`src/rtl/ecdsa_dma_sequencer.sv`:
```
// Multi-word DMA sequencer: walks cmd_count 381-bit words between DDR (128-byte stride) and the
// operand/result banks one interfacer beat at a time. Optional watchdog: ECDSA_DMA_TIMEOUT_EN.
module ecdsa_dma_sequencer #(
   parameter int DATA_W      = 381,
   parameter int MAX_OPS     = 8,
   parameter int IDX_W       = 3,
   parameter int TIMEOUT_CYC = 4096
) (
   input  logic              aclk,
   input  logic              aresetn,
   input  logic              cmd_start,
   input  logic              cmd_dir,
   input  logic [31:0]       cmd_base_addr,
   input  logic [IDX_W:0]    cmd_count,
   output logic              busy,
   output logic              done,
   output logic              err,
   output logic              dma_c2f_start,
   output logic [31:0]       dma_c2f_addr,
   input  logic [DATA_W-1:0] dma_c2f_data,
   output logic              dma_f2c_start,
   output logic [31:0]       dma_f2c_addr,
   output logic [DATA_W-1:0] dma_f2c_data,
   input  logic              dma_done,
   input  logic              dma_idle,
   input  logic              dma_error,
   output logic              op_wr_en,
   output logic [IDX_W-1:0]  op_wr_idx,
   output logic [DATA_W-1:0] op_wr_data,
   output logic [IDX_W-1:0]  res_rd_idx,
   input  logic [DATA_W-1:0] res_rd_data
);

   localparam logic [1:0] S_IDLE  = 2'd0;
   localparam logic [1:0] S_ISSUE = 2'd1;
   localparam logic [1:0] S_WAIT  = 2'd2;
   localparam logic [1:0] S_FIN   = 2'd3;

   localparam logic [IDX_W:0]   MAX_CNT = MAX_OPS[IDX_W:0];
   localparam logic [IDX_W:0]   CNT_ONE = {{IDX_W{1'b0}}, 1'b1};
   localparam logic [IDX_W-1:0] IDX_ONE = {{(IDX_W-1){1'b0}}, 1'b1};
   localparam logic [31:0]      STRIDE  = 32'd128;

   logic [1:0]        state_q, state_d;
   logic              dir_q, dir_d;
   logic [31:0]       addr_q, addr_d;
   logic [IDX_W:0]    cnt_q, cnt_d;
   logic [IDX_W-1:0]  idx_q, idx_d;
   logic              err_q, err_d;
   logic              done_q, done_d;
   logic              busy_q, busy_d;
   logic [DATA_W-1:0] f2c_data_q, f2c_data_d;
   logic              op_wr_en_q, op_wr_en_d;
   logic [IDX_W-1:0]  op_wr_idx_q, op_wr_idx_d;
   logic [DATA_W-1:0] op_wr_data_q, op_wr_data_d;

   logic cmd_bad;
   logic last_beat;
   logic issue_go;
   logic timeout;

   assign cmd_bad   = (cmd_count == '0) || (cmd_count > MAX_CNT) || (cmd_base_addr[6:0] != 7'd0);
   assign last_beat = ({1'b0, idx_q} == (cnt_q - CNT_ONE));
   // Starts are combinational so they can never be seen with a stale dma_idle.
   assign issue_go  = (state_q == S_ISSUE) && dma_idle && !dma_error;

`ifdef ECDSA_DMA_TIMEOUT_EN
   localparam logic [15:0] WD_LIMIT = 16'(TIMEOUT_CYC - 1);
   logic [15:0] wd_q, wd_d;

   // Restarts at every ISSUE, so the limit applies per beat.
   assign timeout = (state_q == S_WAIT) && !dma_done && (wd_q == WD_LIMIT);

   always_comb begin
      wd_d = 16'd0;
      if (state_q == S_WAIT) wd_d = wd_q + 16'd1;
   end

   always_ff @(posedge aclk) begin
      if (!aresetn) wd_q <= 16'd0;
      else          wd_q <= wd_d;
   end
`else
   logic unused_tmo;
   assign unused_tmo = ^TIMEOUT_CYC;
   assign timeout    = 1'b0;
`endif

   always_comb begin
      state_d      = state_q;
      dir_d        = dir_q;
      addr_d       = addr_q;
      cnt_d        = cnt_q;
      idx_d        = idx_q;
      err_d        = err_q;
      done_d       = 1'b0;
      busy_d       = busy_q;
      f2c_data_d   = f2c_data_q;
      op_wr_en_d   = 1'b0;
      op_wr_idx_d  = op_wr_idx_q;
      op_wr_data_d = op_wr_data_q;
      case (state_q)
         S_IDLE: begin
            if (cmd_start) begin
               if (cmd_bad) begin
                  err_d  = 1'b1;
                  done_d = 1'b1;
               end else begin
                  dir_d   = cmd_dir;
                  addr_d  = cmd_base_addr;
                  cnt_d   = cmd_count;
                  idx_d   = '0;
                  err_d   = 1'b0;
                  busy_d  = 1'b1;
                  state_d = S_ISSUE;
               end
            end
         end
         S_ISSUE: begin
            if (dma_error) begin
               err_d   = 1'b1;
               done_d  = 1'b1;
               busy_d  = 1'b0;
               state_d = S_FIN;
            end else if (dma_idle) begin
               if (dir_q) f2c_data_d = res_rd_data;
               state_d = S_WAIT;
            end
         end
         S_WAIT: begin
            // The bank write for a completed beat lands even if dma_error arrives with it.
            if (dma_done && !dir_q) begin
               op_wr_en_d   = 1'b1;
               op_wr_idx_d  = idx_q;
               op_wr_data_d = dma_c2f_data;
            end
            if (dma_error || timeout) begin
               err_d   = 1'b1;
               done_d  = 1'b1;
               busy_d  = 1'b0;
               state_d = S_FIN;
            end else if (dma_done) begin
               if (last_beat) begin
                  done_d  = 1'b1;
                  busy_d  = 1'b0;
                  state_d = S_FIN;
               end else begin
                  idx_d   = idx_q + IDX_ONE;
                  addr_d  = addr_q + STRIDE;
                  state_d = S_ISSUE;
               end
            end
         end
         S_FIN:   state_d = S_IDLE;
         default: state_d = S_IDLE;
      endcase
   end

   always_ff @(posedge aclk) begin
      if (!aresetn) begin
         state_q      <= S_IDLE;
         dir_q        <= 1'b0;
         addr_q       <= '0;
         cnt_q        <= '0;
         idx_q        <= '0;
         err_q        <= 1'b0;
         done_q       <= 1'b0;
         busy_q       <= 1'b0;
         f2c_data_q   <= '0;
         op_wr_en_q   <= 1'b0;
         op_wr_idx_q  <= '0;
         op_wr_data_q <= '0;
      end else begin
         state_q      <= state_d;
         dir_q        <= dir_d;
         addr_q       <= addr_d;
         cnt_q        <= cnt_d;
         idx_q        <= idx_d;
         err_q        <= err_d;
         done_q       <= done_d;
         busy_q       <= busy_d;
         f2c_data_q   <= f2c_data_d;
         op_wr_en_q   <= op_wr_en_d;
         op_wr_idx_q  <= op_wr_idx_d;
         op_wr_data_q <= op_wr_data_d;
      end
   end

   assign busy          = busy_q;
   assign done          = done_q;
   assign err           = err_q;
   assign dma_c2f_start = issue_go && !dir_q;
   assign dma_f2c_start = issue_go && dir_q;
   assign dma_c2f_addr  = addr_q;
   assign dma_f2c_addr  = addr_q;
   assign dma_f2c_data  = f2c_data_q;
   assign op_wr_en      = op_wr_en_q;
   assign op_wr_idx     = op_wr_idx_q;
   assign op_wr_data    = op_wr_data_q;
   assign res_rd_idx    = idx_q;

endmodule

```
`config.mk`:
```
export PLATFORM = sky130hd
export DESIGN_NAME = ecdsa_dma_sequencer
export DESIGN_NICKNAME = d
export VERILOG_FILES = /design/src/rtl/ecdsa_dma_sequencer.sv
export SDC_FILE = /design/constraint.sdc
export NUM_CORES = 2
export LEC_CHECK = 0
export CELL_PAD_IN_SITES_DETAIL_PLACEMENT = 0
export CELL_PAD_IN_SITES_GLOBAL_PLACEMENT = 1
export CORE_AREA = 4 4 639 641
export DETAILED_ROUTE_END_ITERATION = 6
export DIE_AREA = 0 0 643 645
export GPL_ROUTABILITY_DRIVEN = 0
export PLACE_DENSITY = 0.37
export SLEW_MARGIN = 30
export SYNTH_ARGS = -nofsm -noshare
export SYNTH_HDL_FRONTEND = slang
export SYNTH_SLANG_ARGS = --single-unit
```
`constraint.sdc`:
```
create_clock -name aclk -period 3.6 [get_ports aclk]
set_clock_uncertainty 0.05 [all_clocks]
set_input_delay 0.36 -clock aclk [delete_from_list [all_inputs] [get_ports aclk]]
set_output_delay 0.36 -clock aclk [all_outputs]
set_load 0.05 [all_outputs]
```
==> summary.md <==
| Metric | Value |
|---|---|
| Post-synthesis net count | 4500 |
| DR iter-0 viols | 1807 |
| Chip height | 645 microns |
| Most frequent cell after synthesis | nand2_1 |
| Fmax | 321 MHz |
| CTS Hold Bufs | 556 |
| Port bufs | 1642 |
| Power Density | 406 mW/mm^2 |
| Mapped cell area | 0.0288 sq mm |
| Clock Sinks | 811 |
| Starting Density | 7.17% |
| Worst EP arrival | 2.71 ns |
| Worst path slowest cell | dfxtp_1 |
| Die Area | 0.415 sq mm |
| Worst setup SP type | flip-flop |
| Unrepaired setup endpoints after global routing | false |
| Predominant post-synthesis flop cell | dfxtp_1 |
| Drt pass-1 iters | 5 |
| Synth cell types | 57 |
| Synth Area in XOR/XNOR | 0.122% |
| Mux contribution to synthesized area | 0.278% |
| First-pass GRT wire length | 393000 microns |
| Number of fill cells in the layout | 45741 |
| Overflow left after global routing | 0 |
| CP peak stage delay | 0.34 ns |
| Largest family of logic cells by synthesized area | simple AND/OR/NAND/NOR gates |
| Post-Synth Adder-Cell Area | 0.304% |
| Via-per-instance ratio | 3.15 |
| Slew @ Worst Pin | 1.03 ns |
| Total negative slack | 0 ns |
| Final min period | 3.12 ns |
| Post-synth EDFFs | 0 |
| # Max-Cap Violations | 0 |
| GRT Total Usage | 14.3% |
| Post-synth top area cell | dfxtp_1 |
| Clk Latency, worst-skew pair | 0.81 ns |
| Clock H-tree levels | 4 |
| Clk pin slew, worst setup/hold paths | 0.05 ns |
| Synth top area share | 56.3% |
| Final hold vios | 0 |
| Worst Path Buf+Inv | 4 |
| Hold Path Class | in -> reg |
| Relative slew slack | 31.1% |
| Post-cts resize count | 0 |
| Routed WL | 311000 microns |
| CTS Buf Count | 135 |
| Row cnt | 233 |
| Worst setup EP type | primary output |
| #FFs+latches synth | 811 |
| Post-DP HPWL | 262000 microns |
| Crit path kind | reg -> out |
| Outcome | complete, no violations |
| Root buffer cell | clkbuf_16 |
| Ports | 1643 |
| Final ANT Viol Nets | 0 |
| Peak supply drop | 299 uV |
| Top post-synthesis cells by count | nand2_1, dfxtp_1, a21oi_1 |
| Synth area leaders | dfxtp_1, nand2_1, a21oi_1 |
| Critical-path cell list | inv_1 -> ha_1 -> nand2_1 -> nor2_1 -> nand2_4 -> inv_8 -> buf_12 -> buf_12 |
| Top delay family on crit path | buffers and inverters |
| DRC errors left | 0 |
| Clock buffer depth | 4 |
| Compound-Gate Fraction of Synth Area | 15.7% |
| Core Box Area | 0.402 sq mm |
| Maximum number of pins on one net before global-route repair | 160 |
| Mapped Cells | 3688 |
| Layout area overhead | 112% |
| Final period util | 86.6% |
| Via count | 35304 |
| Nets@finish | 6601 |
| Ys Warns | 0 |
| Routed WL per cell | 27.8 microns |
| Register area share after synthesis | 56.3% |
| Synthesized area per cell | 7.82 sq um |
| Final setup viols | 0 |
| Vias in the first global route | 36062 |
| Crit-path most repeated cell | buf_12 |
| Worst Path Required | 3.19 ns |
| Final Max Tran Viols | 0 |
| Critical path fanouts, max | 49 |
| Leakage | 0.0196 uW |
| Async S/R FF share, synth | 0% |
| CTS tree | yes |
| Die Wd | 643 microns |
| Final hold slack | 0.113 ns |
| Setup bufs post-CTS | 0 |
| Post-Synth Simple-Gate Area | 22.5% |
| Initial antenna violation count | 203 |
| Layout cell share with drive strength beyond 1 | 6.54% |
==> report_power, final <==
group / internal (uW) / switching [uW]
Sequential: 9010 / 46.3
Combinational: 1340 / 988
Clock: 7940 / 5500
==> metrics by stage <==
stage	std cells	setup WS [ns]	utilization, %	cell area [sq um]	power (uW)
after CTS	11171	0.325	15.2	61200	25600
after global placement	10382	0.511	12.8	51400	11000
after floorplan	3688	1.30	-	28800	9670
final	11208	0.484	15.2	61200	24800
after global routing	11185	0.206	15.2	61100	25900
after detailed placement	10382	0.655	12.7	51300	10900
==> worst paths after layout <==
kind | start | endpoint | slack, ns | cells after the start
worst max register to register | state_q[1] | dma_c2f_addr[7] | 1.03 | 8
worst min-delay path | res_rd_data[282] | dma_f2c_data[282] | 0.11 | 3
worst max-delay path | state_q[1] | dma_f2c_start | 0.48 | 8
worst min register to register | op_wr_data[268] | op_wr_data[268] | 0.40 | 2
==> sequential cells by signal, indices dropped and copies added (netlist names), 2 cells and up <==
register,count
op_wr_data,381
dma_c2f_addr,32
res_rd_idx,3
cnt_q,4
op_wr_idx,3
dma_f2c_data,381
state_q,2
==> kinds of logic (layout without fill, tap and decap cells) <==
kind of cell	after synthesis	in the layout
and+or+nand+nor	1674	1674
AOI/OAI and AO/OA	865	865
DFF	811	811
buffers and inverters	319	2516
muxes	8	8
adders and majority gates	7	7
xor gates and xnor gates	4	4
other	0	36
==> cells in the final DEF (no fill, tap or decap), types with 6 or more instances in the layout <==
cell type	n
inv_6	6
mux2i_1	8
bufinv_16	6
clkbuf_16	137
o32ai_1	7
nand3_1	7
dlygate4sd3_1	556
o21ai_0	10
dfxtp_1	811
buf_12	25
nor3_1	11
diode_2	36
clkdlybuf4s50_1	1566
nor2_1	18
clkbuf_8	23
buf_4	66
buf_2	57
clkinvlp_4	6
a21oi_1	803
clkbuf_1	27
and3_1	16
ha_1	7
nand2_1	1584
clkinv_2	18
inv_1	8
==> metal layers <==
metal	wire [microns]	track usage [%]	up-vias
met4	6630	2.51	60
met1	112000	14.8	16917
met3	50000	10.5	475
met5	414	0	-
met2	143000	23.6	1620
li1	-	-	16232
==> layout make-up <==
cell class / count / area [sq um] / area share [%]
multi-input cells: 2558 / 11200 / 18.4
clock inverters: 46 / 533 / 0.871
well taps: 5287 / 6620 / 10.8
repair buffers: 2273 / 22600 / 36.9
flip-flops and latches: 811 / 16200 / 26.5
clock buffers: 187 / 3850 / 6.29
inverters: 10 / 52.6 / 0.0859
diodes: 36 / 90.1 / 0.147
==> worst min-delay path, delay by kind of cell <==
kind / cells / cell delay (ns)
buffers and inverters: 1 / 0.40
AO/OA/AOI/OAI: 1 / 0.06
AND/OR/NAND/NOR: 1 / 0.08
Note: power is estimated with default switching activity, not from simulation.
